`src/rtl/pipe_hazard_ctrl.sv`:
```
// Stall/flush controller for the 5-stage MIPS pipeline: Tuse/Tnew data hazards,
// MDU busy sequencing, exception flush and a saturating stall-cycle counter.
module pipe_hazard_ctrl #(
  parameter int unsigned MULT_CYCLES = 5,
  parameter int unsigned DIV_CYCLES  = 10,
  parameter int unsigned CNT_W       = 32
) (
  input  logic             clk,
  input  logic             reset,
  input  logic [4:0]       rs_d,
  input  logic [4:0]       rt_d,
  input  logic [1:0]       tuse_rs_d,
  input  logic [1:0]       tuse_rt_d,
  input  logic             md_d,
  input  logic [4:0]       a_e,
  input  logic [1:0]       tnew_e,
  input  logic [4:0]       a_m,
  input  logic [1:0]       tnew_m,
  input  logic             md_start_e,
  input  logic             md_div_e,
  input  logic             exc_req,
  output logic             pc_we,
  output logic             ifid_we,
  output logic             idex_clr,
  output logic             req,
  output logic             md_busy,
  output logic             stall,
  output logic [CNT_W-1:0] stall_cnt
);

  localparam int unsigned MD_MAX = (DIV_CYCLES > MULT_CYCLES) ? DIV_CYCLES : MULT_CYCLES;
  localparam int unsigned MD_W   = $clog2(MD_MAX + 1);

  localparam logic [0:0] S_IDLE = 1'b0;
  localparam logic [0:0] S_BUSY = 1'b1;

  logic [0:0]       r_state;
  logic [MD_W-1:0]  r_md_cnt;
  logic [CNT_W-1:0] r_stall_cnt;

  logic            w_h_rs;
  logic            w_h_rt;
  logic            w_h_md;
  logic            w_req;
  logic            w_stall;
  logic [MD_W-1:0] w_md_load;

  always_comb begin
    w_h_rs = (rs_d != 5'd0) &&
             (((a_e == rs_d) && (tnew_e > tuse_rs_d)) ||
              ((a_m == rs_d) && (tnew_m > tuse_rs_d)));
    w_h_rt = (rt_d != 5'd0) &&
             (((a_e == rt_d) && (tnew_e > tuse_rt_d)) ||
              ((a_m == rt_d) && (tnew_m > tuse_rt_d)));
    w_h_md = md_d && (md_busy || md_start_e);
  end

  // A flush overrides any stall so the redirect to the exception vector is not held off.
  assign w_req   = exc_req & ~reset;
  assign w_stall = (w_h_rs | w_h_rt | w_h_md) & ~w_req & ~reset;

  assign req       = w_req;
  assign stall     = w_stall;
  assign pc_we     = ~w_stall;
  assign ifid_we   = ~w_stall;
  assign idex_clr  = w_stall;
  assign md_busy   = (r_md_cnt != '0);
  assign stall_cnt = r_stall_cnt;

  assign w_md_load = md_div_e ? MD_W'(DIV_CYCLES) : MD_W'(MULT_CYCLES);

  always_ff @(posedge clk) begin
    if (reset) begin
      r_state  <= S_IDLE;
      r_md_cnt <= '0;
    end else begin
      case (r_state)
        S_IDLE: begin
          // An exception in the start cycle squashes the MDU op before it begins.
          if (md_start_e && !exc_req) begin
            r_md_cnt <= w_md_load;
            r_state  <= (w_md_load != '0) ? S_BUSY : S_IDLE;
          end
        end
        S_BUSY: begin
          r_md_cnt <= r_md_cnt - MD_W'(1);
          if (r_md_cnt <= MD_W'(1)) r_state <= S_IDLE;
        end
        default: begin
          r_state  <= S_IDLE;
          r_md_cnt <= '0;
        end
      endcase
    end
  end

  always_ff @(posedge clk) begin
    if (reset) begin
      r_stall_cnt <= '0;
    end else if (w_stall && (r_stall_cnt != '1)) begin
      r_stall_cnt <= r_stall_cnt + CNT_W'(1);
    end
  end

endmodule
```
`config.mk`:
```
export PLATFORM = sky130hd
export DESIGN_NAME = pipe_hazard_ctrl
export DESIGN_NICKNAME = d
export VERILOG_FILES = /design/src/rtl/pipe_hazard_ctrl.sv
export SDC_FILE = /design/constraint.sdc
export NUM_CORES = 1
export LEC_CHECK = 0
export BUFFER_PORTS_ARGS = -buffer_cell sky130_fd_sc_hd__clkbuf_2
export CORE_MARGIN = 2
export CORE_UTILIZATION = 47
export DETAILED_ROUTE_END_ITERATION = 8
export PLACE_DENSITY_LB_ADDON = 0.25
export SLEW_MARGIN = 10
export SYNTH_ARGS = -nofsm -noshare
export SYNTH_HDL_FRONTEND = slang
export SYNTH_SLANG_ARGS = --single-unit
```
`constraint.sdc`:
```
create_clock -name clk -period 2.4 [get_ports clk]
set_clock_uncertainty 0.05 [all_clocks]
set_input_delay 0.48 -clock clk [delete_from_list [all_inputs] [get_ports clk]]
set_output_delay 0.48 -clock clk [all_outputs]
set_load 0.01 [all_outputs]
```
### Word level (Yosys, flattened, before mapping)

Index checks and enable logic that the tools add are counted.

* logic and storage cells: 49
* register bits: 37

* bitwise gates (word level): 9
* magnitude comparators: 5
* $add $sub $neg: 2
* muxes and demuxes: 7
* reduce and logical (&&, ||, !) cells: 17
* equality and inequality tests: 6

Operators by type and width (number)
* adder 32 x 1 -> 32 bit (second input constant): 1
* inequality test 32 bit (second input constant): 1
* equality test 5 bit: 4
* nonzero test 5 bit: 2
* logical AND 1 bit: 9
* > comparator 2 bit: 4
* 2-to-1 mux 4 bit: 2
* one-hot mux 4 bit (2 select lines): 1
* nonzero test 4 bit: 2
* less-or-equal comparator 4 x 1 -> 1 bit (second input constant): 1
* NOT 1 bit: 4
* subtractor 4 x 1 -> 4 bit (second input constant): 1
* bitwise AND 1 bit: 3
* logical OR 1 bit: 3
* 2-to-1 mux 1 bit: 3
* inequality test 2 bit (second input constant): 1
* bitwise OR 1 bit: 2
* one-hot mux 1 bit (2 select lines): 1
* logical NOT 1 bit: 1

### Depth between registers and ports, before layout

* depth in word-level cells: 9
* mapped depth: 12
* mapped depth without buffers: 10

### Least setup slack after synthesis

OpenSTA, ideal clock, no wires.

* kind: input-to-output
* start: in tuse_rt_d[1]
* end: out stall
* path buffers: 1
* path slack: -209 ps
* required time: 1870 ps
* data arrival time: 2079 ps
* stages: 9
* path through: inv_1 > ha_1 > a21oi_1 > a2111oi_4 > a21oi_1 > o211ai_4 > nand2_4 > inv_1 > buf_4

* word-level cells in the longest chain between the ends: 8
* elaborated cells between the ends (all ways): 10
* classes of those cells: order compare (2); bitwise (4); reduce/logical (4)

RTL lines
* start: declaration: RTL line 13 `input logic [1:0] tuse_rt_d,`
* > comparator 2 bit, on equally long branches: RTL line 53, 54
* logical AND 1 bit, on equally long branches: RTL line 53, 54
* logical OR 1 bit *: RTL line 53 `(((a_e == rt_d) && (tnew_e > tuse_rt_d)) ||`
* logical AND 1 bit *: RTL line 52 `w_h_rt = (rt_d != 5'd0) &&`
* bitwise OR 1 bit * (2 in series): RTL line 60 `assign w_stall = (w_h_rs | w_h_rt | w_h_md) & ~w_req & ~reset;`
* bitwise AND 1 bit * (2 in series): RTL line 60
* end: declaration: RTL line 27 `output logic stall,`

Every way passes the cells marked *; elsewhere a longest branch is shown, timed or not.

### Worst setup path after layout

* start: in tuse_rs_d[1]
* end: out idex_clr

* word-level cells in the longest chain between the ends: 8
* elaborated cells between the ends (all ways): 10
* classes of those cells: order compare (2); bitwise (4); reduce/logical (4)

RTL lines
* start: declaration: RTL line 12 `input logic [1:0] tuse_rs_d,`
* > comparator 2 bit, on equally long branches: RTL line 50, 51
* logical AND 1 bit, on equally long branches: RTL line 50, 51
* logical OR 1 bit *: RTL line 50 `(((a_e == rs_d) && (tnew_e > tuse_rs_d)) ||`
* logical AND 1 bit *: RTL line 49 `w_h_rs = (rs_d != 5'd0) &&`
* bitwise OR 1 bit * (2 in series): RTL line 60
* bitwise AND 1 bit * (2 in series): RTL line 60
* end: declaration: RTL line 24 `output logic idex_clr,`

Marked as above.

==> metrics.md <==
| Metric | Value |
|---|---|
| Core region area | 5040 µm² |
| Via density | 5.50 |
| CTS clk-pin slew, worst paths | 0.07 ns |
| Synth warn | 0 |
| Data required time at the worst endpoint | 1.87 ns |
| Most common cell after layout, fill and taps aside | clkbuf_2 |
| Final Slew Violations | 0 |
| Final hold slack | 0.450 ns |
| Fmax | 0.417 GHz |
| Final Util | 68.4% |
| Crit path max-delay cell type | a2111oi_4 |
| Leakage | 1.38 nW |
| Row cnt | 26 |
| #FFs+latches synth | 37 |
| DR vias | 2,561 |
| Die Width | 75.8 µm |
| Post-synthesis sequential area ratio | 30.5% |
| Gr ovfl total | 0 |
| TNS Setup | 0 ns |
| Synth unique cells | 42 |
| Commonest non-fill, non-tap cells in the layout | clkbuf_2 (65), dfxtp_1 (37), nor2_1 (27) |
| Combinational share of power | 23.4% |
| Die area | 5750 µm² |
| Vias in the first global route | 2,421 |
| Top cell type's share of synthesized area | 30.5% |
| Register area | 741 µm² |
| Initial core utilization | 48.1% |
| Slew headroom | 68.8% |
| Clock buffer count from CTS | 5 |
| Fillcell total | 412 |
| Sequential fraction of design power | 46.7% |
| Min Clock Period, post-route | 2.40 ns |
| Setup CP Type | in2out |
| Final setup violation count | 0 |
| H-tree Lvls | 2 |
| GRT Overall Usage | 22.9% |
| Power Density | 394 nW/µm² |
| Largest net degree at the start of global routing | 35 |
| Critical Path Source Type | input pin |
| Worst VDD drop | 0.222 mV |
| Gate count of the mapped netlist | 298 |
| Drt wl/cell | 14.3 µm |
| Multi-input gate area | 1810 µm² |
| Internal power | 0.963 mW |
| Area growth from synthesis to final layout | 42.3% |
| CTS tree | built |
| DP HPWL | 4470 µm |
| Clock Tree Buf Depth | 2 |
| Synth Flop Type | dfxtp_1 |
| Antenna diodes | 0 |
| Layout cells sized above 1 | 38.4% |
| Initial DRC count | 65 |
| # DRC | 0 |
| Switch Pwr | 0.396 mW |
| CTS sink cnt | 37 |
| Async SR Flop Fraction | 0% |
| Syn nets | 344 |
| Placement Setup Slack | -0.356 ns |
| Fin. Hold Viols | 0 |
| Sw frac | 29.1% |
| Max_cap viols | 0 |
| I/O pin total | 72 |
| Worst Path Arrival | 1.87 ns |
| Root Driver | clkbuf_8 |
| PortBufs | 71 |
| CP Capture Type | output pin |
| RSZ-0062 raised after global routing | yes |
| Post-synth EDFFs | 0 |
| Clock latency on the worst-skew pair | 0.30 ns |
| Worst-Margin Slew | 0.463 ns |
| Cell taking the most area after synthesis | dfxtp_1 |
| Synth top area cells | dfxtp_1 (31%), ha_1 (6.2%), a21oi_1 (5.2%), xor2_1 (4.7%), nor2_1 (4.3%) |
| Initial antenna violation count | 0 |
| CP max FO | 4 |
| Worst-path cell chain | clkbuf_16 -> inv_12 -> ha_4 -> buf_4 -> a2111oi_4 -> o22ai_4 -> o211ai_4 -> nand2_4 -> inv_4 -> buf_2 |
| Die Ht | 75.8 µm |
| Run status | completed |
| Fin crit share | 99.9% |
| GP Congestion | 0.914 |
| Wire length of the first global-routing pass | 10,300 µm |
| CP peak stage delay | 0.37 ns |
| Worst setup margin | 0.00158 ns |
| Post-synth design cell area | 2420 µm² |
| DR pass1 iterations | 4 |
| Worst hold path type | reg2reg |
| Clock share of power | 29.8% |
| NumNets Final | 443 |
| Routed WL | 6670 µm |
| Antenna Nets Post-Route | 0 |
| Mean Syn Cell Area | 8.14 µm² |
## worst max-delay path: cells and delay by family
kind / cells / cell delay (ns)
buf+inv: 5 / 0.48
simple gates: 1 / 0.10
fa+ha+maj: 1 / 0.19
compound gates: 3 / 0.60
## stage by stage
| step | cells | total power, mW | area [µm²] |
|---|---|---|---|
| 6_report | 466 | 1.36 | 3450 |
| 5_1_grt | 466 | 1.42 | 3450 |
| 3_3_place_gp | 452 | 0.890 | 3090 |
| 4_1_cts | 465 | 1.33 | 3300 |
| 3_5_place_dp | 452 | 0.895 | 3090 |
| 2_1_floorplan | 298 | 0.805 | 2540 |
## Yosys cell counts, types with 2 or more instances
cell / instances
mux2i_1: 2
xor2_1: 13
nand2b_1: 2
nor3_1: 12
a21oi_1: 25
o31a_1: 4
ha_1: 12
nor4_1: 5
nand2_1: 19
nor2b_1: 5
clkbuf_1: 4
buf_4: 3
buf_6: 2
xnor2_1: 12
o31ai_1: 9
nor2_1: 28
inv_1: 18
o21a_1: 9
and3_1: 4
dfxtp_1: 37
or3_1: 9
nand3_1: 14
nand2_4: 2
or4_1: 10
nand4_1: 10
o21ai_0: 10
a211oi_1: 2
mux2_2: 2
## power by group through the flow
stage	combinational [mW]	clock, mW	sequential [mW]
after CTS	0.281	0.418	0.634
after global routing	0.345	0.438	0.636
after global placement	0.242	0	0.648
after floorplan	0.161	0	0.644
final	0.318	0.405	0.635
after detailed placement	0.247	0	0.648
## kinds of logic after synthesis
| group | share of synthesized area, % |
|---|---|
| adder cells (fa/ha/maj) | 6.19 |
| XOR/XNOR | 9.03 |
| AO/OA/AOI/OAI | 18.3 |
| AND/OR/NAND/NOR | 28.2 |
| flip-flops | 30.5 |
| buffers and inverters | 6.04 |
| multiplexers | 1.75 |
## timing repair
item	4_1_cts	5_1_grt
cloned	1	0
setup endpoints to repair	13	29
gates resized for setup	14	28
hold buffers	0	0
buffers inserted	6	1
pin swaps	6	4
## layer usage
metal,up-vias,global-route usage [%],routed length [µm]
met5,-,0,0
li1,1278,-,-
met1,1214,26.5,2680
met2,56,41.2,3560
met4,0,9.16,156
met3,13,4.37,273
## final timing paths
check	startpoint	to	slack, ns	depth (start not counted)
worst max-delay path	tuse_rs_d[1]	idex_clr	0.002	10
worst max register to register	stall_cnt[8]	stall_cnt[10]	0.18	9
worst min register to register	r_md_cnt[2]	r_md_cnt[2]	0.45	2
worst min-delay path	r_md_cnt[2]	r_md_cnt[2]	0.45	2
## area by class of cell
type | count | share of cell area (%)
multi-input combinational | 233 | 52.4
sequential | 37 | 21.5
timing repair buffer | 102 | 18.9
inverter | 18 | 2.54
tap | 70 | 2.54
clock buffer | 5 | 1.99
clock inverter | 1 | 0.145
## sequential cells by signal, indices dropped and copies added (netlist names)
signal     count
r_state        1
stall_cnt     32
r_md_cnt       4
Note: power is estimated with default switching activity, not from simulation.
